## config.mk

```make
export PLATFORM = sky130hd
export DESIGN_NAME = board_grid
export DESIGN_NICKNAME = d
export VERILOG_FILES = /design/src/rtl/board_pkg.sv /design/src/rtl/board_occupancy.sv /design/src/rtl/board_grid.sv
export SDC_FILE = /design/constraint.sdc
export NUM_CORES = 1
export LEC_CHECK = 0
export ABC_AREA = 1
export CELL_PAD_IN_SITES_DETAIL_PLACEMENT = 1
export CELL_PAD_IN_SITES_GLOBAL_PLACEMENT = 2
export CORE_ASPECT_RATIO = 1.75
export CORE_MARGIN = 2
export CORE_UTILIZATION = 34
export CTS_CLUSTER_DIAMETER = 150
export DETAILED_ROUTE_END_ITERATION = 12
export GPL_ROUTABILITY_DRIVEN = 0
export PLACE_DENSITY = 0.85
export SLEW_MARGIN = 20
export SYNTH_ARGS = -nofsm -noshare
export SYNTH_HDL_FRONTEND = slang
export SYNTH_HIERARCHICAL = 1
export SYNTH_SLANG_ARGS = --single-unit
```

## constraint.sdc

```tcl
create_clock -name clk -period 1.9 [get_ports clk]
set_clock_uncertainty 0.05 [all_clocks]
set_input_delay 0.57 -clock clk [delete_from_list [all_inputs] [get_ports clk]]
set_output_delay 0.57 -clock clk [all_outputs]
set_load 0.01 [all_outputs]
```

## src/rtl/board_pkg.sv

```systemverilog
// board_pkg: shared definitions for the board_grid block.
//   stateType - fill-sweep controller states (IDLE, FILL)
//   clog2     - ceiling log2, usable in parameter expressions
package board_pkg;

   typedef enum logic {
      IDLE = 1'b0,
      FILL = 1'b1
   } stateType;

   function automatic int clog2(input int value);
      int result;
      result = 0;
      for (int i = 0; i < 31; i++)
         if ((1 << i) < value) result = i + 1;
      return result;
   endfunction

endpackage

```

## src/rtl/board_occupancy.sv

```systemverilog
// board_occupancy: running count of nonzero cells in board_grid.
// Ports:
//   clk, reset    - clock, async active-high reset (count -> 0)
//   restart       - first cell of a sweep; count restarts from that cell alone
//   wrStrobe      - a cell is being written this cycle
//   oldValue      - value the cell holds before the write
//   newValue      - value being written
//   occupied      - number of nonzero cells, registered
module board_occupancy
   import board_pkg::*;
#(
   parameter int N      = 64,
   parameter int CELL_W = 2,
   localparam int CW    = clog2(N + 1)
) (
   input  logic              clk,
   input  logic              reset,
   input  logic              restart,
   input  logic              wrStrobe,
   input  logic [CELL_W-1:0] oldValue,
   input  logic [CELL_W-1:0] newValue,
   output logic [CW-1:0]     occupied
);

   logic oldNz;
   logic newNz;

   assign oldNz = (oldValue != '0);
   assign newNz = (newValue != '0);

   always_ff @(posedge clk or posedge reset) begin
      if (reset) begin
         occupied <= '0;
      end else if (restart) begin
         occupied <= newNz ? CW'(1) : '0;
      end else if (wrStrobe) begin
         if (newNz && !oldNz)      occupied <= occupied + CW'(1);
         else if (!newNz && oldNz) occupied <= occupied - CW'(1);
      end
   end

endmodule

```

## src/rtl/board_grid.sv

```systemverilog
// board_grid: WIDTH x HEIGHT grid of CELL_W-bit cells with NUM_RD read ports,
// one write port and a bulk fill sweep (one cell per cycle).
// Optional macro BOARD_GRID_COUNT_EN adds the "occupied" count output.
// Ports:
//   clk, reset              - clock, async active-high reset (starts a 0-fill sweep)
//   rd_en/rd_x/rd_y         - per-port read request and packed coordinates
//   rd_data/rd_valid        - packed read data and strobe, one cycle after request
//   wr_en/wr_x/wr_y/wr_value- single write port
//   wr_drop                 - one-cycle pulse when a write is discarded
//   clr_req/clr_value       - request a fill of every cell with clr_value
//   busy                    - fill sweep in progress
//   occupied                - (BOARD_GRID_COUNT_EN) count of nonzero cells
module board_grid
   import board_pkg::*;
#(
   parameter int WIDTH  = 8,
   parameter int HEIGHT = 8,
   parameter int CELL_W = 2,
   parameter int NUM_RD = 2,
   localparam int XW    = (clog2(WIDTH) < 1) ? 1 : clog2(WIDTH),
   localparam int YW    = (clog2(HEIGHT) < 1) ? 1 : clog2(HEIGHT),
   localparam int N     = WIDTH * HEIGHT,
   localparam int AW    = (clog2(N) < 1) ? 1 : clog2(N)
) (
   input  logic                     clk,
   input  logic                     reset,
   input  logic [NUM_RD-1:0]        rd_en,
   input  logic [NUM_RD*XW-1:0]     rd_x,
   input  logic [NUM_RD*YW-1:0]     rd_y,
   output logic [NUM_RD*CELL_W-1:0] rd_data,
   output logic [NUM_RD-1:0]        rd_valid,
   input  logic                     wr_en,
   input  logic [XW-1:0]            wr_x,
   input  logic [YW-1:0]            wr_y,
   input  logic [CELL_W-1:0]        wr_value,
   output logic                     wr_drop,
   input  logic                     clr_req,
   input  logic [CELL_W-1:0]        clr_value,
   output logic                     busy
`ifdef BOARD_GRID_COUNT_EN
   ,output logic [clog2(N + 1)-1:0] occupied
`endif
);

   // Storage has no reset; the post-reset sweep clears it.
   logic [CELL_W-1:0] cells [N];

   stateType          state;
   logic [CELL_W-1:0] fillValue;
   logic [AW-1:0]     fillIndex;

   logic              wrInRange;
   logic [AW-1:0]     wrIndex;
   logic              wrAccept;

   logic [NUM_RD-1:0] rdInRange;
   logic [AW-1:0]     rdIndex [NUM_RD];

   assign wrInRange = (int'(wr_x) < WIDTH) && (int'(wr_y) < HEIGHT);
   assign wrIndex   = AW'(int'(wr_y) * WIDTH + int'(wr_x));
   assign wrAccept  = wr_en && (state == IDLE) && wrInRange;

   always_comb begin
      for (int k = 0; k < NUM_RD; k++) begin
         rdInRange[k] = (int'(rd_x[k*XW +: XW]) < WIDTH) && (int'(rd_y[k*YW +: YW]) < HEIGHT);
         rdIndex[k]   = AW'(int'(rd_y[k*YW +: YW]) * WIDTH + int'(rd_x[k*XW +: XW]));
      end
   end

   // The sweep owns the array while busy; user writes only land in IDLE.
   always_ff @(posedge clk) begin
      if (state == FILL)  cells[fillIndex] <= fillValue;
      else if (wrAccept)  cells[wrIndex]   <= wr_value;
   end

   // Reset lands in FILL so the array is zeroed by a normal sweep.
   always_ff @(posedge clk or posedge reset) begin
      if (reset) begin
         state     <= FILL;
         fillValue <= '0;
         fillIndex <= '0;
         busy      <= 1'b1;
      end else begin
         case (state)
            IDLE: begin
               if (clr_req) begin
                  state     <= FILL;
                  fillValue <= clr_value;
                  fillIndex <= '0;
                  busy      <= 1'b1;
               end
            end
            FILL: begin
               // clr_req is deliberately not looked at here: no restart, no queueing.
               fillIndex <= fillIndex + AW'(1);
               if (fillIndex == AW'(N - 1)) begin
                  state <= IDLE;
                  busy  <= 1'b0;
               end
            end
         endcase
      end
   end

   // Reads sample the array before this edge's write lands (read-first).
   always_ff @(posedge clk or posedge reset) begin
      if (reset) begin
         rd_valid <= '0;
         rd_data  <= '0;
         wr_drop  <= 1'b0;
      end else begin
         wr_drop <= wr_en && ((state == FILL) || !wrInRange);
         for (int k = 0; k < NUM_RD; k++) begin
            rd_valid[k] <= rd_en[k] && (state == IDLE);
            if (rd_en[k] && (state == IDLE))
               rd_data[k*CELL_W +: CELL_W] <= rdInRange[k] ? cells[rdIndex[k]] : '0;
         end
      end
   end

`ifdef BOARD_GRID_COUNT_EN
   // Sweep writes count only the new value; the old contents are being discarded.
   logic              occRestart;
   logic              occStrobe;
   logic [CELL_W-1:0] occOld;
   logic [CELL_W-1:0] occNew;

   assign occRestart = (state == FILL) && (fillIndex == '0);
   assign occStrobe  = (state == FILL) || wrAccept;
   assign occOld     = (state == FILL) ? '0 : cells[wrIndex];
   assign occNew     = (state == FILL) ? fillValue : wr_value;

   board_occupancy #(
      .N      (N),
      .CELL_W (CELL_W)
   ) occ (
      .clk      (clk),
      .reset    (reset),
      .restart  (occRestart),
      .wrStrobe (occStrobe),
      .oldValue (occOld),
      .newValue (occNew),
      .occupied (occupied)
   );
`endif

endmodule

```

==> results by group, run 1 <==
Outcome
  • Status: finished with violations
  • Failing checks: negative setup slack

Finish
  • Non-filler instance count after layout: 1320
  • Core Util, Final: 48.3%
  • N_diodes: 0
  • Most frequent cells in the layout: nand2_1 (322), nand3_1 (232), edfxtp_1 (128)
  • Share of cells above drive strength 1: 23.6%
  • Commonest non-fill, non-tap cell in the layout: nand2_1
  • Post-route cell area: 10600 um2
  • Layout Area Growth over Synthesis: 40.4%
  • Nets: 1040

Routing
  • Antenna viol nets, final: 0
  • Routed via count: 7131
  • Residual DRC: 0
  • Via-to-Cell Ratio: 5.40
  • 1st-iter DRT viols: 392
  • Drt wl/cell: 22.2 um
  • WL final: 29300 um
  • Pre-antenna DRT Iters: 5

GRT
  • Initial antenna violation count: 0
  • GRT overflow: 0
  • Number of global-route vias before repair: 7614
  • Largest net degree at the start of global routing: 38
  • All-layer global routing usage: 25.1%
  • Global-route wire length before repair: 43100 um

CTS
  • Total CTS buffers: 17
  • Worst-Skew Late Latency: 450 ps
  • Clock H-tree levels: 4
  • Hold bufs inserted after CTS: 0
  • CTS root buffer: clkbuf_16
  • CTS Sinks: 145
  • CTS tree: yes
  • CTS max path bufs: 2
  • Clk slew on worst S/H paths: 70 ps

Logic synthesis
  • Mapped Cells: 895
  • Yosys reg bits: 145
  • Cell taking the most area after synthesis: edfxtp_1
  • Post-Synth Simple-Gate Area: 37.0%
  • Ys Warns: 6
  • Compound-Gate Fraction of Synth Area: 1.39%
  • Yosys cell types: 28
  • Largest family of logic cells by synthesized area: simple AND/OR/NAND/NOR gates
  • Post-synthesis adder-cell area fraction: 0.166%
  • Top-area cell type share of the netlist area: 50.9%
  • Top cells by area, synth: edfxtp_1 (51%), nand2_1 (16%), nand3_1 (16%)
  • Syn Area/Cell: 8.45 um2
  • Post-Syn Area: 7560 um2
  • Sequential cell area fraction in the yosys report: 56.5%
  • Xor/xnor share of the synthesized area: 0%
  • Mux contribution to synthesized area: 0.298%
  • Syn nets: 924

Floorplan
  • Core footprint: 22000 um2
  • Total I/O pin count: 36
  • Die extent in x: 117 um
  • Initial Util: 34.4%
  • Die Y: 201 um
  • # rows: 72
  • DIE AREA: 23500 um2

STA
  • RSZ-0062 raised after global routing: yes
  • # setup viols final: 128
  • Hold Violations, Final: 0
  • Slew margin rel.: 74.9%
  • Min cycle time layout: 2110 ps
  • Fmax: 474 MHz
  • Final period util: 111%
  • Worst slew pin tran: 374 ps
  • Final slew viol count: 0
  • Final WS setup: -210 ps

Setup path
  • Nature of the critical path startpoint: flop
  • Slowest cell on crit path: dfstp_2
  • CP Max Fanout: 6
  • Critical path endpoint category: flop
  • CP peak stage delay: 540 ps
  • Crit path DAT: 2220 ps
  • WP data required: 2010 ps
  • Crit-path cells: inv_2, nand2_4, buf_6, nand2_4, o21ai_4, inv_2, nor2_4, nand3_4, buf_4, nor4_4, buf_4
  • Type of the worst setup path: reg -> reg

Pwr
  • VDD IR max: 1.16 mV
  • Pwr per Cell Area: 1290 nW/um2
  • LEAKAGE: 4.19 nW

Worst hold path
  • Tightest Hold Check Type: in -> async

Placement
  • Cells after DPL: 1265
  • DP HPWL: 19200 um
  • PortBufs: 35
  • DP Area: 9030 um2

Flow run
  • # Max-Cap Violations: 0
report_power, final:
group          internal, mW  switching (mW)  leakage [nW]
logic                  1.90            3.44          2.49
clock network          2.56            1.32         0.328
registers              4.29           0.224          1.37
cell usage after synthesis, drive strengths merged:
master  number
ha           1
dfstp        2
nor3         1
a21oi        3
inv         33
or2          1
nand2      328
a32o         1
nand3      238
nor2        65
nand4        9
dfrtp       15
edfxtp     128
o21ai        9
nor4         8
a22o         1
clkbuf      30
mux2         2
buf         20
state kept, by name, summed over array words and instances (netlist names):
name / cells
cells: 128
fillIndex: 6
rd_data: 4
fillValue: 2
rd_valid: 2
busy: 1
state: 1
wr_drop: 1
what timing repair did:
action                     4_1_cts  5_1_grt
hold endpoints to repair         0        0
pin swaps                       19       15
cloned                           0        0
gates resized for setup        151       45
setup endpoints to repair      140      130
setup buffers                    9       15
worst paths after layout:
path,startpoint,endpoint,slack [ps],cells after the start
max,state,cells[49][1],-210,11
min,reset,wr_drop,380,3
max reg2reg,state,cells[49][1],-210,11
max in group asynchronous,reset,busy,1150,3
min in group clk,rd_data[0],rd_data[0],430,2
min reg2reg,rd_data[0],rd_data[0],430,2
critical path, delay by kind of cell, from the launching register on:
kind	cells	cell delay, ps
buffers and inverters	5	600
DFF	1	540
AOI/OAI and AO/OA	1	70
and+or+nand+nor	5	550
cells by family (layout without fill, tap and decap cells):
family	Yosys count	after routing
adders and majority gates	1	1
AOI/OAI and AO/OA	14	14
DFF	145	145
and+or+nand+nor	650	650
buffers and inverters	83	212
muxes	2	2
cell type report:
class,count,area (um2)
well taps,296,370
inverters,33,129
fillers,2488,11400
multi-input cells,667,3520
flip-flops and latches,145,4270
clock inverters,10,205
clock buffers,22,474
repair buffers,147,1640
metrics by stage:
stage / setup slack [ps] / setup TNS (ps) / power, mW / hold slack (ps)
after floorplan: -36.5 / -476 / 6.18 / 386
after global placement: -645 / -119270 / 8.07 / 410
after detailed placement: -747 / -128710 / 8.15 / 423
after CTS: -113 / -1140 / 12.9 / 383
after global routing: -273 / -21670 / 14.2 / 423
final: -210 / -13060 / 13.7 / 377
per-layer routing:
layer | up-vias | GRT usage [%] | share of wire (%)
met2 | 228 | 45.6 | 55
met3 | 94 | 4.19 | 4.4
met5 | - | 0 | 0
li1 | 3288 | - | -
met1 | 3521 | 26.0 | 34
met4 | 0 | 15.3 | 5.7
Power figures use the tool's default switching activity.
==> run 2, diff against run 1 <==
Settings changed: GPL_TIMING_DRIVEN set to 0, SLEW_MARGIN 20 to 5.
==> results by group, run 2 (synthesis gave the netlist of run 1 again) <==
STA
  • RSZ-0062 raised after global routing: yes (unchanged)
  • Min cycle time layout: 2170 ps (was 2110 ps)
  • Final period util: 114% (was 111%)
  • Final WS setup: -270 ps (was -210 ps)
  • Worst slew pin tran: 674 ps (was 374 ps)
  • Final hold slack: 371 ps (was 377 ps)
  • # setup viols final: 128 (unchanged)
  • Fmax: 461 MHz (was 474 MHz)
  • Hold Violations, Final: 0 (unchanged)
  • Slew margin rel.: 55.0% (was 74.9%)
  • Setup TNS: -17790 ps (was -13060 ps)
  • Final slew viol count: 0 (unchanged)

Finish
  • Largest regs: cells x128, fillIndex x6, rd_data x4 (unchanged)
  • Nets: 1051 (was 1040)
  • Biggest register: cells (unchanged)
  • Max reg flops: 128 (unchanged)
  • Most frequent cells in the layout: nand2_1 (318), nand3_1 (230), edfxtp_1 (128) (was nand2_1 (322), nand3_1 (232), edfxtp_1 (128))
  • Commonest non-fill, non-tap cell in the layout: nand2_1 (unchanged)
  • Share of cells above drive strength 1: 25.8% (was 23.6%)
  • Filler cells: 2530 (was 2488)
  • N_diodes: 0 (unchanged)
  • Core Util, Final: 48.7% (was 48.3%)
  • Layout Area Growth over Synthesis: 41.6% (was 40.4%)
  • Register area: 4270 um2 (unchanged)
  • Multi-input gate area: 3820 um2 (was 3520 um2)
  • Post-route cell area: 10700 um2 (was 10600 um2)
  • Non-filler instance count after layout: 1331 (was 1320)

Routing
  • Pre-antenna DRT Iters: 5 (unchanged)
  • Routed via count: 7432 (was 7131)
  • Drt wl/cell: 25.7 um (was 22.2 um)
  • Antenna viol nets, final: 0 (unchanged)
  • 1st-iter DRT viols: 586 (was 392)
  • WL final: 34200 um (was 29300 um)
  • Via-to-Cell Ratio: 5.58 (was 5.40)
  • Residual DRC: 0 (unchanged)

Placement
  • DP HPWL: 21200 um (was 19200 um)
  • DP Area: 8220 um2 (was 9030 um2)
  • PortBufs: 29 (was 35)
  • Worst slack, placed: -1420 ps (was -747 ps)
  • Cells after DPL: 1220 (was 1265)

Setup path
  • Crit path DAT: 2230 ps (was 2220 ps)
  • Nature of the critical path startpoint: flop (unchanged)
  • CP Max Fanout: 5 (was 6)
  • Critical path endpoint category: flop (unchanged)
  • Type of the worst setup path: reg -> reg (unchanged)
  • WP data required: 1960 ps (was 2010 ps)

GRT
  • Largest net degree at the start of global routing: 65 (was 38)
  • Global-route wire length before repair: 48200 um (was 43100 um)
  • GRT overflow: 0 (unchanged)
  • All-layer global routing usage: 28.5% (was 25.1%)
  • Initial antenna violation count: 0 (unchanged)
  • Number of global-route vias before repair: 8015 (was 7614)

CTS
  • Clk slew on worst S/H paths: 70 ps (about the same)
  • CTS Sinks: 145 (unchanged)
  • CTS tree: yes (unchanged)
  • Clock H-tree levels: 4 (unchanged)
  • Hold bufs inserted after CTS: 0 (unchanged)
  • CTS root buffer: clkbuf_16 (unchanged)
  • Worst-Skew Late Latency: 450 ps (about the same)
  • CTS max path bufs: 2 (unchanged)
  • Total CTS buffers: 17 (unchanged)

Floorplan
  • DIE AREA: 23500 um2 (unchanged)
  • Die extent in x: 117 um (unchanged)
  • Total I/O pin count: 36 (unchanged)
  • Die Y: 201 um (unchanged)
  • Initial Util: 34.4% (unchanged)
  • Core footprint: 22000 um2 (unchanged)
  • # rows: 72 (unchanged)

Pwr
  • Total power: 14.5 mW (was 13.7 mW)
  • LEAKAGE: 4.18 nW (was 4.19 nW)
  • VDD IR max: 1.21 mV (was 1.16 mV)
  • Pwr per Cell Area: 1350 nW/um2 (was 1290 nW/um2)

Outcome
  • Failing checks: negative setup slack (unchanged)
  • Status: finished with violations (unchanged)

Flow run
  • # Max-Cap Violations: 0 (unchanged)

Worst hold path
  • Tightest Hold Check Type: in -> reg (was in -> async)
==> run 2: final cells by class <==
| type | count | area share [%] |
|---|---|---|
| flip-flops and latches | 145 | 39.9 |
| multi-input cells | 673 | 35.7 |
| repair buffers | 103 | 10.1 |
| clock buffers | 24 | 5.40 |
| well taps | 296 | 3.46 |
| plain buffers | 49 | 3.40 |
| inverters | 33 | 1.44 |
| clock inverters | 8 | 0.549 |
==> run 2: worst max-delay path: stages (launching register included) <==
cell and delay [ps]:
dfstp_2 570, inv_4 50, nand2_8 90, buf_16 130, o21ai_4 100, nor2_4 170
nand3_4 110, buf_12 170, buf_12 130, nor4_4 260
==> run 2: worst paths after layout <==
kind / slack (ps) / end / cells after the start / startpoint
max: -270 / cells[53][1] / 9 / state
min: 370 / wr_drop / 3 / wr_en
max reg2reg: -270 / cells[53][1] / 9 / state
min reg2reg: 430 / rd_data[0] / 2 / rd_data[0]
max in group asynchronous: 880 / fillValue[0] / 2 / reset
min in group asynchronous: 480 / wr_drop / 2 / reset
==> run 2: layer usage <==
layer  track usage [%]  vias up  share of wire (%)  wire length [um]
li1                  -     3326                  -                 -
met1              29.1     3687                 34             11600
met2              51.1      289                 53             18300
met3              4.13      130                4.4              1500
met4              21.0        0                8.3              2850
met5                 0        -                  0                 0
==> run 2: timing repair <==
item                       4_1_cts  5_1_grt
pin swaps                       22       22
setup buffers                   54       20
gates cloned                     1        6
gates resized for setup        264       56
setup endpoints to repair      268      241
==> run 2: power breakdown <==
part / total (mW) / switching [mW] / internal, mW
combinational: 6.30 / 4.01 / 2.29
clock: 3.56 / 1.43 / 2.13
sequential: 4.59 / 0.300 / 4.29
